$ cat config.mk
export PLATFORM = sky130hd
export DESIGN_NAME = sort_stream_adapter_flat
export DESIGN_NICKNAME = d
export VERILOG_FILES = /design/src/rtl/sort_stream_adapter_if.sv /design/src/rtl/sort_stream_adapter.sv /design/src/flat_wrapper.sv
export SDC_FILE = /design/constraint.sdc
export NUM_CORES = 1
export LEC_CHECK = 0
export ABC_AREA = 1
export BUFFER_PORTS_ARGS = -buffer_cell sky130_fd_sc_hd__buf_2
export CAP_MARGIN = 40
export CORE_UTILIZATION = 40
export DETAILED_ROUTE_END_ITERATION = 7
export HOLD_SLACK_MARGIN = 0.03
export PLACE_DENSITY = 0.64
export SYNTH_ARGS = -nofsm -noshare
export SYNTH_HDL_FRONTEND = slang
export SYNTH_SLANG_ARGS = --single-unit
$ cat constraint.sdc
create_clock -name clk -period 2.8 [get_ports clk]
set_clock_uncertainty 0.05 [all_clocks]
set_input_delay 0.14 -clock clk [delete_from_list [all_inputs] [get_ports clk]]
set_output_delay 0.14 -clock clk [all_outputs]
set_load 0.01 [all_outputs]
$ cat src/rtl/sort_stream_adapter_if.sv
// Handshake bundle between the stream adapter, its producer/consumer and the sorter core.
// master = adapter side, slave = environment (producer, consumer, sorter) side.
interface sort_stream_adapter_if #(
  parameter int unsigned W  = 8,
  parameter int unsigned AW = 3
);
  logic          in_valid;
  logic [W-1:0]  in_data;
  logic          in_ready;
  logic          out_valid;
  logic [W-1:0]  out_data;
  logic          out_last;
  logic          out_ready;
  logic          busy;
  logic          srt_wr;
  logic [AW-1:0] srt_addr;
  logic [W-1:0]  srt_data;
  logic          srt_start;
  logic          srt_ready;
  logic [W-1:0]  srt_dout;

  modport master (
    input  in_valid, in_data, out_ready, srt_ready, srt_dout,
    output in_ready, out_valid, out_data, out_last, busy,
           srt_wr, srt_addr, srt_data, srt_start
  );

  modport slave (
    output in_valid, in_data, out_ready, srt_ready, srt_dout,
    input  in_ready, out_valid, out_data, out_last, busy,
           srt_wr, srt_addr, srt_data, srt_start
  );
endinterface

$ cat src/rtl/sort_stream_adapter.sv
// Stream front/back end for the N-entry selection sorter: fill, kick, wait, drain.
// Define SORT_STREAM_DESC_EN to emit each frame largest-first instead of ascending.
module sort_stream_adapter #(
  parameter int unsigned N  = 8,
  parameter int unsigned W  = 8,
  parameter int unsigned AW = 3
) (
  input logic                   clk,
  input logic                   nrst,
  sort_stream_adapter_if.master bus
);

  typedef enum logic [2:0] {StFill, StKick, StWlo, StWhi, StRd, StCap, StOut} state_e;

  localparam logic [AW-1:0] LastIdx = AW'(N - 1);

  state_e        state_q, state_d;
  logic [AW-1:0] cnt_q, cnt_d;
  logic [AW-1:0] addr_q, addr_d;
  logic [W-1:0]  data_q, data_d;
  logic          wr_q, wr_d;
  logic          start_q, start_d;
  logic [W-1:0]  out_data_q, out_data_d;
  logic          out_valid_q, out_valid_d;
  logic          out_last_q, out_last_d;
  logic [AW-1:0] cnt_inc;

  function automatic logic [AW-1:0] rd_idx(input logic [AW-1:0] c);
`ifdef SORT_STREAM_DESC_EN
    return LastIdx - c;
`else
    return c;
`endif
  endfunction

  assign cnt_inc = cnt_q + 1'b1;

  always_comb begin
    state_d     = state_q;
    cnt_d       = cnt_q;
    addr_d      = addr_q;
    data_d      = data_q;
    wr_d        = 1'b0;
    start_d     = 1'b0;
    out_data_d  = out_data_q;
    out_valid_d = out_valid_q;
    out_last_d  = out_last_q;
    unique case (state_q)
      StFill: begin
        if (bus.in_valid) begin
          wr_d   = 1'b1;
          addr_d = cnt_q;
          data_d = bus.in_data;
          if (cnt_q == LastIdx) begin
            cnt_d   = '0;
            state_d = StKick;
          end else begin
            cnt_d = cnt_inc;
          end
        end
      end
      // The write of the last beat is on the bus during the first KICK cycle, so it
      // lands before any start pulse can follow.
      StKick: begin
        if (bus.srt_ready) begin
          start_d = 1'b1;
          state_d = StWlo;
        end
      end
      StWlo: begin
        if (!bus.srt_ready) state_d = StWhi;
      end
      // Read address is registered on entry to RD so srt_dout is valid during CAP.
      StWhi: begin
        if (bus.srt_ready) begin
          cnt_d   = '0;
          addr_d  = rd_idx('0);
          state_d = StRd;
        end
      end
      StRd: state_d = StCap;
      StCap: begin
        out_data_d  = bus.srt_dout;
        out_valid_d = 1'b1;
        out_last_d  = (cnt_q == LastIdx);
        state_d     = StOut;
      end
      StOut: begin
        if (bus.out_ready) begin
          out_valid_d = 1'b0;
          out_last_d  = 1'b0;
          if (cnt_q == LastIdx) begin
            cnt_d   = '0;
            state_d = StFill;
          end else begin
            cnt_d   = cnt_inc;
            addr_d  = rd_idx(cnt_inc);
            state_d = StRd;
          end
        end
      end
      default: state_d = StFill;
    endcase
  end

  always_ff @(posedge clk or negedge nrst) begin
    if (!nrst) begin
      state_q     <= StFill;
      cnt_q       <= '0;
      addr_q      <= '0;
      data_q      <= '0;
      wr_q        <= 1'b0;
      start_q     <= 1'b0;
      out_data_q  <= '0;
      out_valid_q <= 1'b0;
      out_last_q  <= 1'b0;
    end else begin
      state_q     <= state_d;
      cnt_q       <= cnt_d;
      addr_q      <= addr_d;
      data_q      <= data_d;
      wr_q        <= wr_d;
      start_q     <= start_d;
      out_data_q  <= out_data_d;
      out_valid_q <= out_valid_d;
      out_last_q  <= out_last_d;
    end
  end

  assign bus.in_ready  = (state_q == StFill);
  assign bus.busy      = (state_q != StFill);
  assign bus.srt_wr    = wr_q;
  assign bus.srt_addr  = addr_q;
  assign bus.srt_data  = data_q;
  assign bus.srt_start = start_q;
  assign bus.out_valid = out_valid_q;
  assign bus.out_data  = out_data_q;
  assign bus.out_last  = out_last_q;

endmodule

$ cat src/flat_wrapper.sv
// flat-port wrapper written by rule: the top's interface ports become plain ports
module sort_stream_adapter_flat 
#(
  parameter int unsigned N  = 8,
  parameter int unsigned W  = 8,
  parameter int unsigned AW = 3
)
  (clk, nrst, bus_in_valid, bus_in_data, bus_out_ready, bus_srt_ready, bus_srt_dout, bus_in_ready, bus_out_valid, bus_out_data, bus_out_last, bus_busy, bus_srt_wr, bus_srt_addr, bus_srt_data, bus_srt_start);
  sort_stream_adapter_if #(.W(W), .AW(AW)) bus_i ();
  input logic clk;
  input logic nrst;
  input wire logic [$bits(bus_i.in_valid)-1:0] bus_in_valid;
  input wire logic [$bits(bus_i.in_data)-1:0] bus_in_data;
  input wire logic [$bits(bus_i.out_ready)-1:0] bus_out_ready;
  input wire logic [$bits(bus_i.srt_ready)-1:0] bus_srt_ready;
  input wire logic [$bits(bus_i.srt_dout)-1:0] bus_srt_dout;
  output wire logic [$bits(bus_i.in_ready)-1:0] bus_in_ready;
  output wire logic [$bits(bus_i.out_valid)-1:0] bus_out_valid;
  output wire logic [$bits(bus_i.out_data)-1:0] bus_out_data;
  output wire logic [$bits(bus_i.out_last)-1:0] bus_out_last;
  output wire logic [$bits(bus_i.busy)-1:0] bus_busy;
  output wire logic [$bits(bus_i.srt_wr)-1:0] bus_srt_wr;
  output wire logic [$bits(bus_i.srt_addr)-1:0] bus_srt_addr;
  output wire logic [$bits(bus_i.srt_data)-1:0] bus_srt_data;
  output wire logic [$bits(bus_i.srt_start)-1:0] bus_srt_start;
  assign bus_i.in_valid = bus_in_valid;
  assign bus_i.in_data = bus_in_data;
  assign bus_i.out_ready = bus_out_ready;
  assign bus_i.srt_ready = bus_srt_ready;
  assign bus_i.srt_dout = bus_srt_dout;
  assign bus_in_ready = bus_i.in_ready;
  assign bus_out_valid = bus_i.out_valid;
  assign bus_out_data = bus_i.out_data;
  assign bus_out_last = bus_i.out_last;
  assign bus_busy = bus_i.busy;
  assign bus_srt_wr = bus_i.srt_wr;
  assign bus_srt_addr = bus_i.srt_addr;
  assign bus_srt_data = bus_i.srt_data;
  assign bus_srt_start = bus_i.srt_start;
  sort_stream_adapter #(.N(N), .W(W), .AW(AW)) u_core (.clk(clk), .nrst(nrst), .bus(bus_i));
endmodule
Word level (Yosys, flattened, before mapping)
Cells that the tools add are included.

word-level totals
  output and inout bits = 25
  register bits after elaboration = 29
  word-level logic and storage cells = 57
  input bits = 21

cells by class
  multiplexer cells = 24
  add/subtract/negate cells = 1
  reductions and logical operators = 9
  eq/ne operators = 14

operators with widths
  cell                 count
  $mux 3               14
  $pmux 3 s7           1
  $pmux 3 s3           2
  $eq 3x3->1 const B   4
  $ne 2x2->1 const B   6
  $eq 3x2->1 const B   2
  $reduce_and 6->1     1
  $reduce_bool 3->1    2
  $mux 1               5
  $reduce_and 5->1     1
  $pmux 1 s2           2
  $reduce_and 2->1     2
  $reduce_and 4->1     1
  $add 3x1->3 const B  1
  $eq 3x1->1 const B   1
  $logic_not 3->1      1
  $ne 2x1->1 const B   1
  $reduce_bool 2->1    1

Depth between registers and ports, before layout
  depth in word-level cells = 4
  mapped depth = 9
  depth with buffers taken out = 8

Worst setup path before layout
OpenSTA, ideal clock, no wires.

  path type = register to register
  start point = reg u_core.cnt_q[0]
  end point = reg u_core.state_q[1]
  library setup time = 116 ps
  slack = 1474 ps
  stages on the path, launching flop included = 7
  period minus slack after synthesis = 1326 ps
  data required time = 2634 ps
  buffers on the path = 0
  arrival = 1160 ps
  cells stage by stage = dfrtp_1 -> ha_1 -> ha_1 -> o21ai_0 -> nor2_2 -> nand3_1 -> nand2_1

between the ends
  word-level cells in the longest chain between the ends = 3

ends and longest elaborated chain
  what                               RTL line                    RTL
  start: declaration                 sort_stream_adapter.sv:18   logic [AW-1:0] cnt_q, cnt_d;
  start signal: assignment           sort_stream_adapter.sv:119  cnt_q <= cnt_d;
  $eq 3x3->1                         sort_stream_adapter.sv:54   if (cnt_q == LastIdx) begin
  $ne 2x1->1 (no source line)        -
  $reduce_and 6->1 (no source line)  -
  end signal: assignment             sort_stream_adapter.sv:108  state_q <= StFill;
  end signal: assignment             sort_stream_adapter.sv:118  state_q <= state_d;
  end: declaration                   sort_stream_adapter.sv:17   state_e state_q, state_d;

No other way between the ends.
A chain may end at the register's enable or synchronous reset.

Worst setup path after layout
  start point = reg u_core.state_q[1]
  end point = reg u_core.out_data_q[4] (netlist: u_core.bus.out_data[4])

between the ends
  word-level cells in the longest chain between the ends = 1

ends and longest elaborated chain
  what                    RTL line                    RTL
  $eq 3x3->1              sort_stream_adapter.sv:48   unique case (state_q)
  end signal: assignment  sort_stream_adapter.sv:124  out_data_q <= out_data_d;
  end: declaration        sort_stream_adapter.sv:23   logic [W-1:0] out_data_q, out_data_d;

No other way between the ends.

==> results.yml <==
die:
  dieArea_um2: 3740
  initial_core_util_pct: 42.0
  die_w_um: 61.2
  pin_count: 46
  coreArea_um2: 3340
  rows: 21
  dieHeight_um: 61.2
route:
  drt_first_pass_iters: 4
  via_count: 1190
  postRouteAntennaNets: 0
  wire_per_inst_um: 10.9
  drc_errors: 0
  wirelength_mm: 2.83
  viasPerCell: 4.58
  drt_iter0_markers: 31
synth:
  yosysSeqAreaShare_pct: 51.8
  synth_area_leader_cell: "dfrtp_1"
  netlist_instances: 148
  synth.area.top_cells: "dfrtp_1 52%, nand2_1 14%, mux2_2 6.4%"
  synth_nets: 171
  ys_ff_latch: 29
  ys_warn_count: 0
  netlist_area_um2: 1400
  synth_area_per_cell_um2: 9.46
  synth_cell_types: 22
  synthDominantCellAreaShare_pct: 51.8
layout:
  stdcell_count: 260
  design_area_um2: 1880
  area_growth_pct: 34.1
  layout_commonest_cell: "nand2_1"
  final_nets: 237
  n_antenna_cell: 0
  most-common-layout-cells: "53 x nand2_1, 45 x buf_2, 29 x dfrtp_1"
  layout.core_utilization_pct: 56.3
  drive_gt1_share_pct: 35.0
global_routing:
  grt_first_pass_wirelength_mm: 4.73
  grt.total_usage_pct: 17.8
  grt_pass1_vias: 1107
  grt_max_degree: 30
  grt_overflow: 0
  antenna_found_initial: 0
place:
  placed_area_um2: 1650
  place.gp.congestion: 0.870
  dpl.hpwl_mm: 2.09
  dp_slack_ns: 1.11
  port_buffers: 45
  place_inst: 236
pwr:
  power.density_nw_per_um2: 1050
  power.leakage_nw: 1.00
  power.total_mw: 1.98
  vdd_drop_max_mv: 0.495
clock_network:
  cts_resized: 0
  cts_inserted_buffers: 5
  clk_transition_reported_paths_ns: 0.08
  cts_tree: "done"
  clock_sinks: 29
  cts_buffer_depth: 2
  clockRootBuffer: "clkbuf_4"
  htreeDepth: 2
  clkLatencyLatePin_ns: 0.32
worst_setup_path:
  max_stage_delay_ns: 0.63
  worstSetupPathType: "reg2reg"
  end_kind: "flop"
  slowest_stage: "dfrtp_1"
  crit_arrival_ns: 1.84
  critPathLaunchType: "flop"
  cp_data_required_time_ns: 2.95
  worst-path-max-fanout: 11
  crit_chain: "inv_1, nand3_1, mux2_2"
timing:
  final.min_clock_period_ns: 1.69
  rsz0062_at_grt: "false"
  timing.fmax_mhz: 590
  tns_ns: 0
  tightest_slew_ns: 0.598
  timing.hold.ws_ns: 0.0599
  setup_violations: 0
  post-route-period-util_pct: 60.5
  finalHoldViolCount: 0
  slew_headroom_pct: 60.1
  setup_ws_ns: 1.11
  slew_violations: 0
outcome:
  status: "finished, final reports clean"
job:
  max-cap-violations: 0
min_path:
  min_path_type: "in2reg"
-- what timing repair did --
item                                   4_1_cts  5_1_grt
buffers inserted                             0        0
endpoints found under the hold margin       45        0
hold buffers                                17        0
-- flip-flops by register name, summed over array words and instances, names as in the netlist --
name and cells:
u_core.state_q 3, u_core.bus.out_last 1, u_core.bus.out_data 8, u_core.bus.srt_data 8
u_core.bus.srt_addr 3, u_core.bus.out_valid 1, u_core.bus.srt_start 1, u_core.cnt_q 3
u_core.bus.srt_wr 1
-- worst max-delay path, delay by kind of cell (launching register included) --
family        cells  cell delay, ns
buf+inv           1            0.11
flops             1            0.63
mux               1            0.40
simple gates      1            0.38
-- routing by layer --
layer	part of all wire [%]	GRT usage, %	vias to the layer above
li1	-	-	610
met1	44	21.5	542
met2	49	29.2	34
met3	4.7	4.62	4
met4	1.8	9.74	0
met5	0	0	-
-- final timing paths --
kind | end | from | depth (start not counted) | slack [ns]
worst min-delay path | u_core.bus.srt_start | bus_srt_ready | 3 | 0.06
worst min register to register | u_core.bus.srt_addr[2] | u_core.bus.srt_addr[2] | 2 | 0.42
worst max register to register | u_core.bus.out_data[4] | u_core.state_q[1] | 3 | 1.11
worst max-delay path | u_core.bus.out_data[4] | u_core.state_q[1] | 3 | 1.11
max in group asynchronous | u_core.cnt_q[1] | nrst | 2 | 2.00
min in group asynchronous | u_core.cnt_q[2] | nrst | 2 | 0.29
-- cells in the mapped netlist, drive strengths merged --
library cell	count
a21oi	2
buf	3
dfrtp	29
ha	2
inv	11
mux2	8
nand2	56
nand3	19
nand4	3
nor2	9
o21ai	6
-- cell families (layout without fill, tap and decap cells) --
group                    count (synthesis)  in the layout  share of synthesized area [%]
adder cells (fa/ha/maj)                  2              2                           1.79
AND/OR/NAND/NOR                         87             87                           31.7
AO/OA/AOI/OAI                            8              8                           3.13
flip-flops                              29             29                           51.8
multiplexers                             8              8                           6.43
buffers and inverters                   14             80                           5.09
-- layout make-up --
cell class	instances	area (um^2)
fillers	318	1460
flip-flops and latches	29	726
multi-input cells	105	603
repair buffers	62	395
well taps	46	57.6
clock buffers	7	55.1
inverters	11	41.3
-- report_power, final --
group	leakage, nW	internal, mW	switching (mW)
Clock	0.0314	0.118	0.132
Combinational	0.614	0.406	0.561
Sequential	0.357	0.613	0.151
(Power assumes the default switching activity.)
